### src/rtl/mem_stage_pkg.sv
// Shared encodings, FSM states and lane helpers for the MEM pipeline stage.
package mem_stage_pkg;

    localparam int NB_WORD = 32;

    localparam logic [1:0] WIDTH_BYTE = 2'b00;
    localparam logic [1:0] WIDTH_HALF = 2'b01;
    localparam logic [1:0] WIDTH_WORD = 2'b11;

    typedef enum logic [0:0] {
        ST_IDLE      = 1'b0,
        ST_RMW_WRITE = 1'b1
    } state_e;

    function automatic logic [7:0] get_byte(input logic [NB_WORD-1:0] word, input logic [1:0] lane);
        logic [7:0] b;
        case (lane)
            2'd0:    b = word[7:0];
            2'd1:    b = word[15:8];
            2'd2:    b = word[23:16];
            2'd3:    b = word[31:24];
            default: b = word[7:0];
        endcase
        return b;
    endfunction

    function automatic logic [15:0] get_half(input logic [NB_WORD-1:0] word, input logic hi);
        return hi ? word[31:16] : word[15:0];
    endfunction

    function automatic logic [NB_WORD-1:0] put_byte(input logic [NB_WORD-1:0] word,
                                                     input logic [1:0] lane, input logic [7:0] b);
        logic [NB_WORD-1:0] w;
        w = word;
        case (lane)
            2'd0:    w[7:0]   = b;
            2'd1:    w[15:8]  = b;
            2'd2:    w[23:16] = b;
            2'd3:    w[31:24] = b;
            default: w = word;
        endcase
        return w;
    endfunction

    function automatic logic [NB_WORD-1:0] put_half(input logic [NB_WORD-1:0] word,
                                                     input logic hi, input logic [15:0] h);
        return hi ? {h, word[15:0]} : {word[31:16], h};
    endfunction

    // Width 2'b10 is an alias of word, so anything not byte/half checks both low bits.
    function automatic logic is_misaligned(input logic [1:0] width, input logic [1:0] addr_lo);
        logic m;
        case (width)
            WIDTH_BYTE: m = 1'b0;
            WIDTH_HALF: m = addr_lo[0];
            default:    m = |addr_lo;
        endcase
        return m;
    endfunction

endpackage

### src/rtl/mem_lane_align.sv
// Combinational load lane extraction/extension and partial-store lane merge.
module mem_lane_align
    import mem_stage_pkg::*;
(
    input  logic [1:0]         width,
    input  logic               is_unsigned,
    input  logic [1:0]         lane,
    input  logic [NB_WORD-1:0] read_data,
    input  logic [NB_WORD-1:0] store_data,
    output logic [NB_WORD-1:0] load_data,
    output logic [NB_WORD-1:0] merge_data
);

    logic [7:0]  byte_s;
    logic [15:0] half_s;

    assign byte_s = get_byte(read_data, lane);
    assign half_s = get_half(read_data, lane[1]);

    // Select the addressed lane for loads and splice the store lane into the old word.
    always_comb begin
        load_data  = read_data;
        merge_data = store_data;
        case (width)
            WIDTH_BYTE: begin
                load_data  = is_unsigned ? {24'h00_0000, byte_s} : {{24{byte_s[7]}}, byte_s};
                merge_data = put_byte(read_data, lane, store_data[7:0]);
            end
            WIDTH_HALF: begin
                load_data  = is_unsigned ? {16'h0000, half_s} : {{16{half_s[15]}}, half_s};
                merge_data = put_half(read_data, lane[1], store_data[15:0]);
            end
            default: begin
                load_data  = read_data;
                merge_data = store_data;
            end
        endcase
    end

endmodule

### src/rtl/mem_access_stage.sv
// MIPS MEM stage: address translation, load alignment, SB/SH read-modify-write, MEM/WB registers.
// Optional macro MEM_MISALIGN_TRAP_EN adds misaligned-access trapping and the o_misalign_exc port.
module mem_access_stage
    import mem_stage_pkg::*;
#(
    parameter int NB_DATA     = 32,
    parameter int NB_ADDR     = 32,
    parameter int NB_MEM_ADDR = 8,
    parameter int NB_REG      = 5
) (
    input  logic                   i_clock,
    input  logic                   i_reset_n,
    input  logic                   i_valid,
    input  logic                   i_mem_read,
    input  logic                   i_mem_write,
    input  logic [1:0]             i_width,
    input  logic                   i_unsigned,
    input  logic [NB_ADDR-1:0]     i_address,
    input  logic [NB_DATA-1:0]     i_store_data,
    input  logic [NB_DATA-1:0]     i_alu_result,
    input  logic                   i_reg_write,
    input  logic [NB_REG-1:0]      i_rd,
    input  logic [NB_DATA-1:0]     i_mem_read_data,
    output logic [NB_DATA-1:0]     o_mem_address,
    output logic [NB_DATA-1:0]     o_mem_write_data,
    output logic                   o_mem_read_enable,
    output logic                   o_mem_write_enable,
    output logic                   o_mem_valid,
    output logic                   o_stall,
    output logic [NB_DATA-1:0]     o_wb_data,
    output logic [NB_REG-1:0]      o_wb_rd,
    output logic                   o_wb_reg_write,
`ifdef MEM_MISALIGN_TRAP_EN
    output logic                   o_misalign_exc,
`endif
    output logic                   o_wb_valid
);

    state_e                   state_r;
    logic [NB_MEM_ADDR-1:0]   hold_addr_r;
    logic [NB_DATA-1:0]       hold_data_r;
    logic [NB_DATA-1:0]       hold_alu_r;
    logic [NB_REG-1:0]        hold_rd_r;
    logic                     hold_reg_write_r;
    logic [NB_DATA-1:0]       wb_data_r;
    logic [NB_REG-1:0]        wb_rd_r;
    logic                     wb_reg_write_r;
    logic                     wb_valid_r;

    logic [NB_MEM_ADDR-1:0]   word_addr_s;
    logic [NB_MEM_ADDR-1:0]   addr_s;
    logic [NB_DATA-1:0]       wdata_s;
    logic                     rd_en_s;
    logic                     wr_en_s;
    logic                     stall_s;
    logic                     partial_s;
    logic                     misalign_s;
    logic                     is_load_s;
    logic                     start_rmw_s;
    logic [NB_DATA-1:0]       load_data_s;
    logic [NB_DATA-1:0]       merge_data_s;
    logic                     unused_addr_bits_s;

    // Upper byte-address bits fall outside the RAM and simply wrap.
    assign word_addr_s        = i_address[NB_MEM_ADDR+1:2];
    assign unused_addr_bits_s = ^i_address[NB_ADDR-1:NB_MEM_ADDR+2];
    assign partial_s          = (i_width == WIDTH_BYTE) || (i_width == WIDTH_HALF);
    assign is_load_s          = i_mem_read & ~i_mem_write;
`ifdef MEM_MISALIGN_TRAP_EN
    assign misalign_s = (i_mem_read | i_mem_write) & is_misaligned(i_width, i_address[1:0]);
`else
    assign misalign_s = 1'b0;
`endif
    assign start_rmw_s = i_mem_write & partial_s & ~misalign_s;

    mem_lane_align u_lane_align (
        .width       (i_width),
        .is_unsigned (i_unsigned),
        .lane        (i_address[1:0]),
        .read_data   (i_mem_read_data),
        .store_data  (i_store_data),
        .load_data   (load_data_s),
        .merge_data  (merge_data_s)
    );

    // Memory strobes and stall must act in the same cycle, so they are decoded combinationally.
    always_comb begin
        rd_en_s = 1'b0;
        wr_en_s = 1'b0;
        stall_s = 1'b0;
        addr_s  = word_addr_s;
        wdata_s = i_store_data;
        if (!i_valid) begin
            rd_en_s = 1'b0;
        end else if (state_r == ST_RMW_WRITE) begin
            wr_en_s = 1'b1;
            addr_s  = hold_addr_r;
            wdata_s = hold_data_r;
        end else if (misalign_s) begin
            rd_en_s = 1'b0;
        end else if (start_rmw_s) begin
            rd_en_s = 1'b1;
            stall_s = 1'b1;
        end else if (i_mem_write) begin
            wr_en_s = 1'b1;
        end else if (i_mem_read) begin
            rd_en_s = 1'b1;
        end else begin
            rd_en_s = 1'b0;
        end
    end

    // FSM, RMW hold registers and MEM/WB pipeline register.
    always_ff @(posedge i_clock or negedge i_reset_n) begin
        if (!i_reset_n) begin
            state_r          <= ST_IDLE;
            hold_addr_r      <= {NB_MEM_ADDR{1'b0}};
            hold_data_r      <= {NB_DATA{1'b0}};
            hold_alu_r       <= {NB_DATA{1'b0}};
            hold_rd_r        <= {NB_REG{1'b0}};
            hold_reg_write_r <= 1'b0;
            wb_data_r        <= {NB_DATA{1'b0}};
            wb_rd_r          <= {NB_REG{1'b0}};
            wb_reg_write_r   <= 1'b0;
            wb_valid_r       <= 1'b0;
        end else if (!i_valid) begin
            wb_valid_r <= 1'b0;
        end else if (state_r == ST_RMW_WRITE) begin
            state_r        <= ST_IDLE;
            wb_data_r      <= hold_alu_r;
            wb_rd_r        <= hold_rd_r;
            wb_reg_write_r <= hold_reg_write_r;
            wb_valid_r     <= 1'b1;
        end else if (start_rmw_s) begin
            state_r          <= ST_RMW_WRITE;
            hold_addr_r      <= word_addr_s;
            hold_data_r      <= merge_data_s;
            hold_alu_r       <= i_alu_result;
            hold_rd_r        <= i_rd;
            hold_reg_write_r <= i_reg_write;
            wb_valid_r       <= 1'b0;
        end else begin
            wb_data_r      <= (is_load_s && !misalign_s) ? load_data_s : i_alu_result;
            wb_rd_r        <= i_rd;
            wb_reg_write_r <= i_reg_write & ~misalign_s;
            wb_valid_r     <= 1'b1;
        end
    end

`ifdef MEM_MISALIGN_TRAP_EN
    logic misalign_exc_r;

    // Exception flag travels with the MEM/WB entry and lasts one cycle.
    always_ff @(posedge i_clock or negedge i_reset_n) begin
        if (!i_reset_n) begin
            misalign_exc_r <= 1'b0;
        end else if (!i_valid || state_r == ST_RMW_WRITE) begin
            misalign_exc_r <= 1'b0;
        end else begin
            misalign_exc_r <= misalign_s;
        end
    end

    assign o_misalign_exc = misalign_exc_r;
`endif

    assign o_mem_address      = {{(NB_DATA-NB_MEM_ADDR){1'b0}}, addr_s};
    assign o_mem_write_data   = wdata_s;
    assign o_mem_read_enable  = rd_en_s;
    assign o_mem_write_enable = wr_en_s;
    assign o_mem_valid        = rd_en_s | wr_en_s;
    assign o_stall            = stall_s;
    assign o_wb_data          = wb_data_r;
    assign o_wb_rd            = wb_rd_r;
    assign o_wb_reg_write     = wb_reg_write_r;
    assign o_wb_valid         = wb_valid_r;

endmodule

### config.mk
export PLATFORM = sky130hd
export DESIGN_NAME = mem_access_stage
export DESIGN_NICKNAME = d
export VERILOG_FILES = /design/src/rtl/mem_stage_pkg.sv /design/src/rtl/mem_lane_align.sv /design/src/rtl/mem_access_stage.sv
export SDC_FILE = /design/constraint.sdc
export NUM_CORES = 1
export LEC_CHECK = 0
export CORE_MARGIN = 2
export CORE_UTILIZATION = 45
export CTS_CLUSTER_DIAMETER = 30
export CTS_CLUSTER_SIZE = 16
export DETAILED_ROUTE_END_ITERATION = 10
export GPL_TIMING_DRIVEN = 0
export PLACE_DENSITY_LB_ADDON = 0.1
export SETUP_SLACK_MARGIN = 0.1
export SYNTH_ARGS = -nofsm -noshare
export SYNTH_HDL_FRONTEND = slang
export SYNTH_SLANG_ARGS = --single-unit
export TNS_END_PERCENT = 50
### constraint.sdc
create_clock -name i_clock -period 2 [get_ports i_clock]
set_input_delay 0.4 -clock i_clock [delete_from_list [all_inputs] [get_ports i_clock]]
set_output_delay 0.4 -clock i_clock [all_outputs]
set_load 0.005 [all_outputs]
# ---- After elaboration in Yosys (flattened, before gate mapping)
# Index checks and enable logic that the tools add are counted.
dict set report totals {
  register_bits 118
  inputBits 142
  elab_cells 62
  output_inout_bits 107
}
dict set report classes {
  n_bitwise 5
  n_eq_ne 5
  n_reduce_logical 5
  mux 37
}
# cell count
set op_table {}
lappend op_table {{2-to-1 mux 32 bit} 8}
lappend op_table {{case mux 32 bit (2 select lines)} 2}
lappend op_table {{2-to-1 mux 8 bit} 6}
lappend op_table {{case mux 8 bit (4 select lines)} 1}
lappend op_table {{2-to-1 mux 1 bit} 17}
lappend op_table {{2-to-1 mux 16 bit} 1}
lappend op_table {{2-to-1 mux 5 bit} 2}
lappend op_table {{equality test 2 x 1 -> 1 bit (second input constant)} 2}
lappend op_table {{equality test 2 bit (second input constant)} 2}
lappend op_table {{logical NOT 2 bit} 2}
lappend op_table {{AND reduction 3 bit} 1}
lappend op_table {{AND 1 bit} 2}
lappend op_table {{inequality test 2 bit (second input constant)} 1}
lappend op_table {{inverter 1 bit} 2}
lappend op_table {{AND reduction 2 bit} 1}
lappend op_table {{logical OR 1 bit} 1}
lappend op_table {{OR 1 bit} 1}

# ---- Logic depth before layout (Yosys ltp)
dict set report logic_depth {
  word_depth 7
  depth_mapped 8
}

# ---- Hierarchy
# Synthesis repeated with hierarchy kept, for this count alone.
dict set report unflattened {
  cells_unflattened 717
  area_unflattened_um2 7736.2
}
# module seq_area_each_um2 instances area_each_um2 cells_per_inst
set by_module_without_submodules {}
lappend by_module_without_submodules {mem_access_stage 2952.8 1 6058.3 493}
lappend by_module_without_submodules {mem_lane_align 0.0 1 1677.9 224}

# ---- Least setup slack after synthesis
# Ideal clock, no wire load.
dict set report synth_path {
  kind {input to output}
  start {in i_valid}
  end {out o_mem_address[0]}
  n_path_buf 2
  slack_ns 0.184
  arrival_time_ns 1.416
  path_stages 4
  cell_sequence {clkbuf_1 nand2_1 clkbuf_1 mux2_2}
}
dict set report synth_between {
  elab_chain_len 1
}
# element line_no
set synth_rtl {}
lappend synth_rtl {{start, declared} mem_access_stage.sv:13} ;# input logic i_valid,
lappend synth_rtl {{2-to-1 mux 8 bit} mem_access_stage.sv:93} ;# if (!i_valid) begin
lappend synth_rtl {{end, declared} mem_access_stage.sv:24} ;# output logic [NB_DATA-1:0] o_mem_address,
# No other way between the ends.

# ---- Worst setup path in the final report
dict set report layout_path {
  start {reg state_r}
  end {out o_mem_write_data[3]}
}
dict set report layout_between {
  elab_chain_len 2
}
# element line_no
set layout_rtl {}
lappend layout_rtl {{start, declared} mem_access_stage.sv:39} ;# state_e state_r;
lappend layout_rtl {{start signal, assigned} mem_access_stage.sv:116} ;# state_r <= ST_IDLE;
lappend layout_rtl {{start signal, assigned} mem_access_stage.sv:129} ;# state_r <= ST_IDLE;
lappend layout_rtl {{start signal, assigned} mem_access_stage.sv:135} ;# state_r <= ST_RMW_WRITE;
lappend layout_rtl {{2-to-1 mux 32 bit} mem_access_stage.sv:95} ;# end else if (state_r == ST_RMW_WRITE) begin
lappend layout_rtl {{2-to-1 mux 32 bit} mem_access_stage.sv:93}
lappend layout_rtl {{end, declared} mem_access_stage.sv:25} ;# output logic [NB_DATA-1:0] o_mem_write_data,
# No other way between the ends.

==> impl_metrics.csv <==
group,metric,value,unit
critical_path,cp_data_required_time,1.60,ns
grt,grt_max_degree,79,
critical_path,worstSetupStartpoint,"state_r$_DFFE_PN0P_",
synth,ys.flop_type,"dfrtp_1",
placement,hpwlAfterDp,17300,µm
status,violations,"setup timing",
timing,fin_hold_ws,0.466,ns
cells_and_area,final_nets,1067,
clock_tree,clkTransAtPathRegs,0.05,ns
cells_and_area,antenna_cells,0,
route,viasPerCell,5.76,
critical_path,r2r_cells,7,
synth,syn_inst,647,
pwr,ir_worst_vdd,0.525,mV
route,vias,6459,
clock_tree,cts_max_level,4,
floorplan,ios,249,
floorplan,die_width,126,µm
cells_and_area,syn2layout_area_growth,56.7,%
cells_and_area,fillCellCount,1096,
floorplan,rows,44,
timing,setup_slack,-0.262,ns
synth,yosysTopAreaCellShare,0.438,
timing,rsz0062_at_grt,"true",
flow_run,maxCapViolCount,0,
timing,slew_headroom,0.487,
clock_tree,cts-root-buf,"clkbuf_16",
synth,syn_area,0.00674,mm²
timing,fmax,442,MHz
timing,tns,-7.55,ns
floorplan,start_util,0.462,
route,drt_iter0_drc,515,
clock_tree,tritoncts,"done",
synth,netlist_top_cells_area,"dfrtp_1, mux2_2, mux2i_1",
cells_and_area,drive_above_1_share,0.297,
placement,io_buffer_count,200,
timing,tightestPinTransition,0.769,ns
synth,synth_cell_types,56,
grt,grt_pass1_vias,6596,
clock_tree,clock_sinks,118,
critical_path,endpoint_kind,"primary output",
pwr,powerDensity,790,mW/mm²
route,drtPass1Iterations,5,
synth,syn_avg_cell_area,10.4,µm²
cells_and_area,fin_util,0.724,
critical_path,cp_data_arrival_time,1.86,ns
route,post_drt_wl_per_cell,21.5,µm
synth,ys_seq_area_frac,0.438,
timing,fin_crit_sh,1.13,
synth,ys_ff_latch,118,
floorplan,die-area,0.0160,mm²
synth,synth.largest_area_cell,"dfrtp_1",
pwr,p_leak,4.78,nW
synth,synth_edf_count,0,
grt,grt_pass1_wl,37000,µm
grt,grt_usage,0.301,
critical_path,critPathMaxFanout,6,
critical_path,cp-start-kind,"flip-flop",
synth,synth-warning-count,0,
critical_path,endpoint,"o_mem_write_data[3]",
critical_path,path_class,"reg2out",
critical_path,regToRegSetupSlack,0.08,ns
route,drc,0,
placement,gp_congestion,0.853,
synth,synth-async-reset-ratio,1.00,
floorplan,core,0.0146,mm²
clock_tree,cts_buffer_depth,2,
timing,finalClockSkew,0.00486,ns
worst_hold_path,hp-class,"in2reg",
critical_path,rr_endpoint,"o_wb_data[4]$_DFFE_PN0P_",
synth,synthTopCellsByCount,"dfrtp_1, nand2_1, mux2_2",
timing,setup_viol,42,
synth,yosysMostFrequentCell,"dfrtp_1",
status,outcome,"finished, violations left",
floorplan,chipHeight,126,µm
route,wl,24100,µm
timing,slew_viol_final,0,
timing,report.final.hold_viol_count,0,
grt,overflow,0,
critical_path,r2r-start,"state_r$_DFFE_PN0P_",
clock_tree,worstSkewPairLatency,0.42,ns
timing,fin_crit,2.26,ns
grt,antenna_found_initial,0,
route,ant_nets,0,
clock_tree,cts_inserted_buffers,17,
pwr,finalPower,8.34,mW
## state kept, by name (all words and copies together) (netlist names)
| signal | cells |
|---|---|
| hold_addr_r | 8 |
| hold_alu_r | 32 |
| hold_data_r | 32 |
| hold_rd_r | 5 |
| hold_reg_write_r | 1 |
| o_wb_data | 32 |
| o_wb_rd | 5 |
| o_wb_reg_write | 1 |
| o_wb_valid | 1 |
| state_r | 1 |
## power by group
part	switching, mW	total [mW]	internal [mW]
clock	1.06	2.94	1.88
combinational	0.922	2.24	1.32
sequential	0.282	3.16	2.88
## per-stage QoR
stage          area, µm²  setup WS, ns  std cells
2_1_floorplan       6820         0.184        670
3_3_place_gp        9050         -3.90       1054
3_5_place_dp        9080         -1.31       1055
4_1_cts            10300        -0.250       1115
5_1_grt            10600        -0.282       1121
6_report           10600        -0.262       1121
## layout make-up
type                            instances  area [µm²]  share of cell area
Buffer                                 74         597              0.0565
Clock buffer                           22         464              0.0440
Clock inverter                          9         103             0.00972
Inverter                                4        20.0             0.00190
Multi-Input combinational cell        474        3770               0.357
Sequential cell                       118        2950               0.280
Tap cell                              184         230              0.0218
Timing Repair Buffer                  236        2420               0.229
## cell usage in the layout, fill, tap and decap left out, types with 16 or more instances in the layout
cell	netlist	final
clkdlybuf4s50_1	0	148
dfrtp_1	118	118
nand2_1	67	64
buf_6	1	49
buf_4	25	45
o21ai_0	43	43
mux2_4	1	39
mux2i_1	37	37
mux2_2	64	29
nor2_1	25	24
conb_1	1	24
clkbuf_16	0	23
mux2_1	24	21
nand3b_1	21	21
clkbuf_1	28	17
buf_2	17	16
## worst min-delay path by stage
stage               slack (ns)  depth (start not counted)                          end                   startpoint
floorplan                 0.10                          0   hold_addr_r[0]$_DFFE_PN0P_                    i_reset_n
detailed placement        0.34                          1  hold_data_r[20]$_DFFE_PN0P_                    i_reset_n
finish                    0.47                          3  hold_data_r[15]$_DFFE_PN0P_          i_mem_read_data[15]
global placement          0.46                          2   hold_data_r[4]$_DFFE_PN0P_   hold_data_r[4]$_DFFE_PN0P_
CTS                       0.48                          1  hold_data_r[29]$_DFFE_PN0P_  hold_data_r[29]$_DFFE_PN0P_
global route              0.46                          3  hold_data_r[15]$_DFFE_PN0P_          i_mem_read_data[15]
## metal layers
metal  wire length (µm)  part of all wire  GRT usage  vias to the layer above
met2              11800              0.49      0.501                      304
met4                622             0.026      0.105                        0
met1               9890              0.41      0.382                     3203
met5                  0                 0          0                        -
li1                   -                 -          -                     2898
met3               1840             0.076     0.0763                       54
## timing repair
item | in CTS | in global routing
buffers inserted | 24 | 6
resized for setup | 317 | 57
hold buffers | 1 | 0
endpoints found under the hold margin | 40 | 0
pin swaps | 5 | 6
setup endpoints to repair | 128 | 91
cloned | 4 | 0
## critical path: stages, from the launching register on
cell       delay, ns
dfrtp_1         0.42
buf_8           0.14
nand2_8         0.06
clkbuf_16       0.16
buf_8           0.13
buf_6           0.12
mux2_4          0.30
buf_6           0.12
## cell families after synthesis
family	share of synthesized area
compound gates	0.171
buf+inv	0.0617
other cells	0.000557
simple gates	0.124
flops	0.438
mux	0.204
No activity file was read; power rests on OpenSTA's default activity.
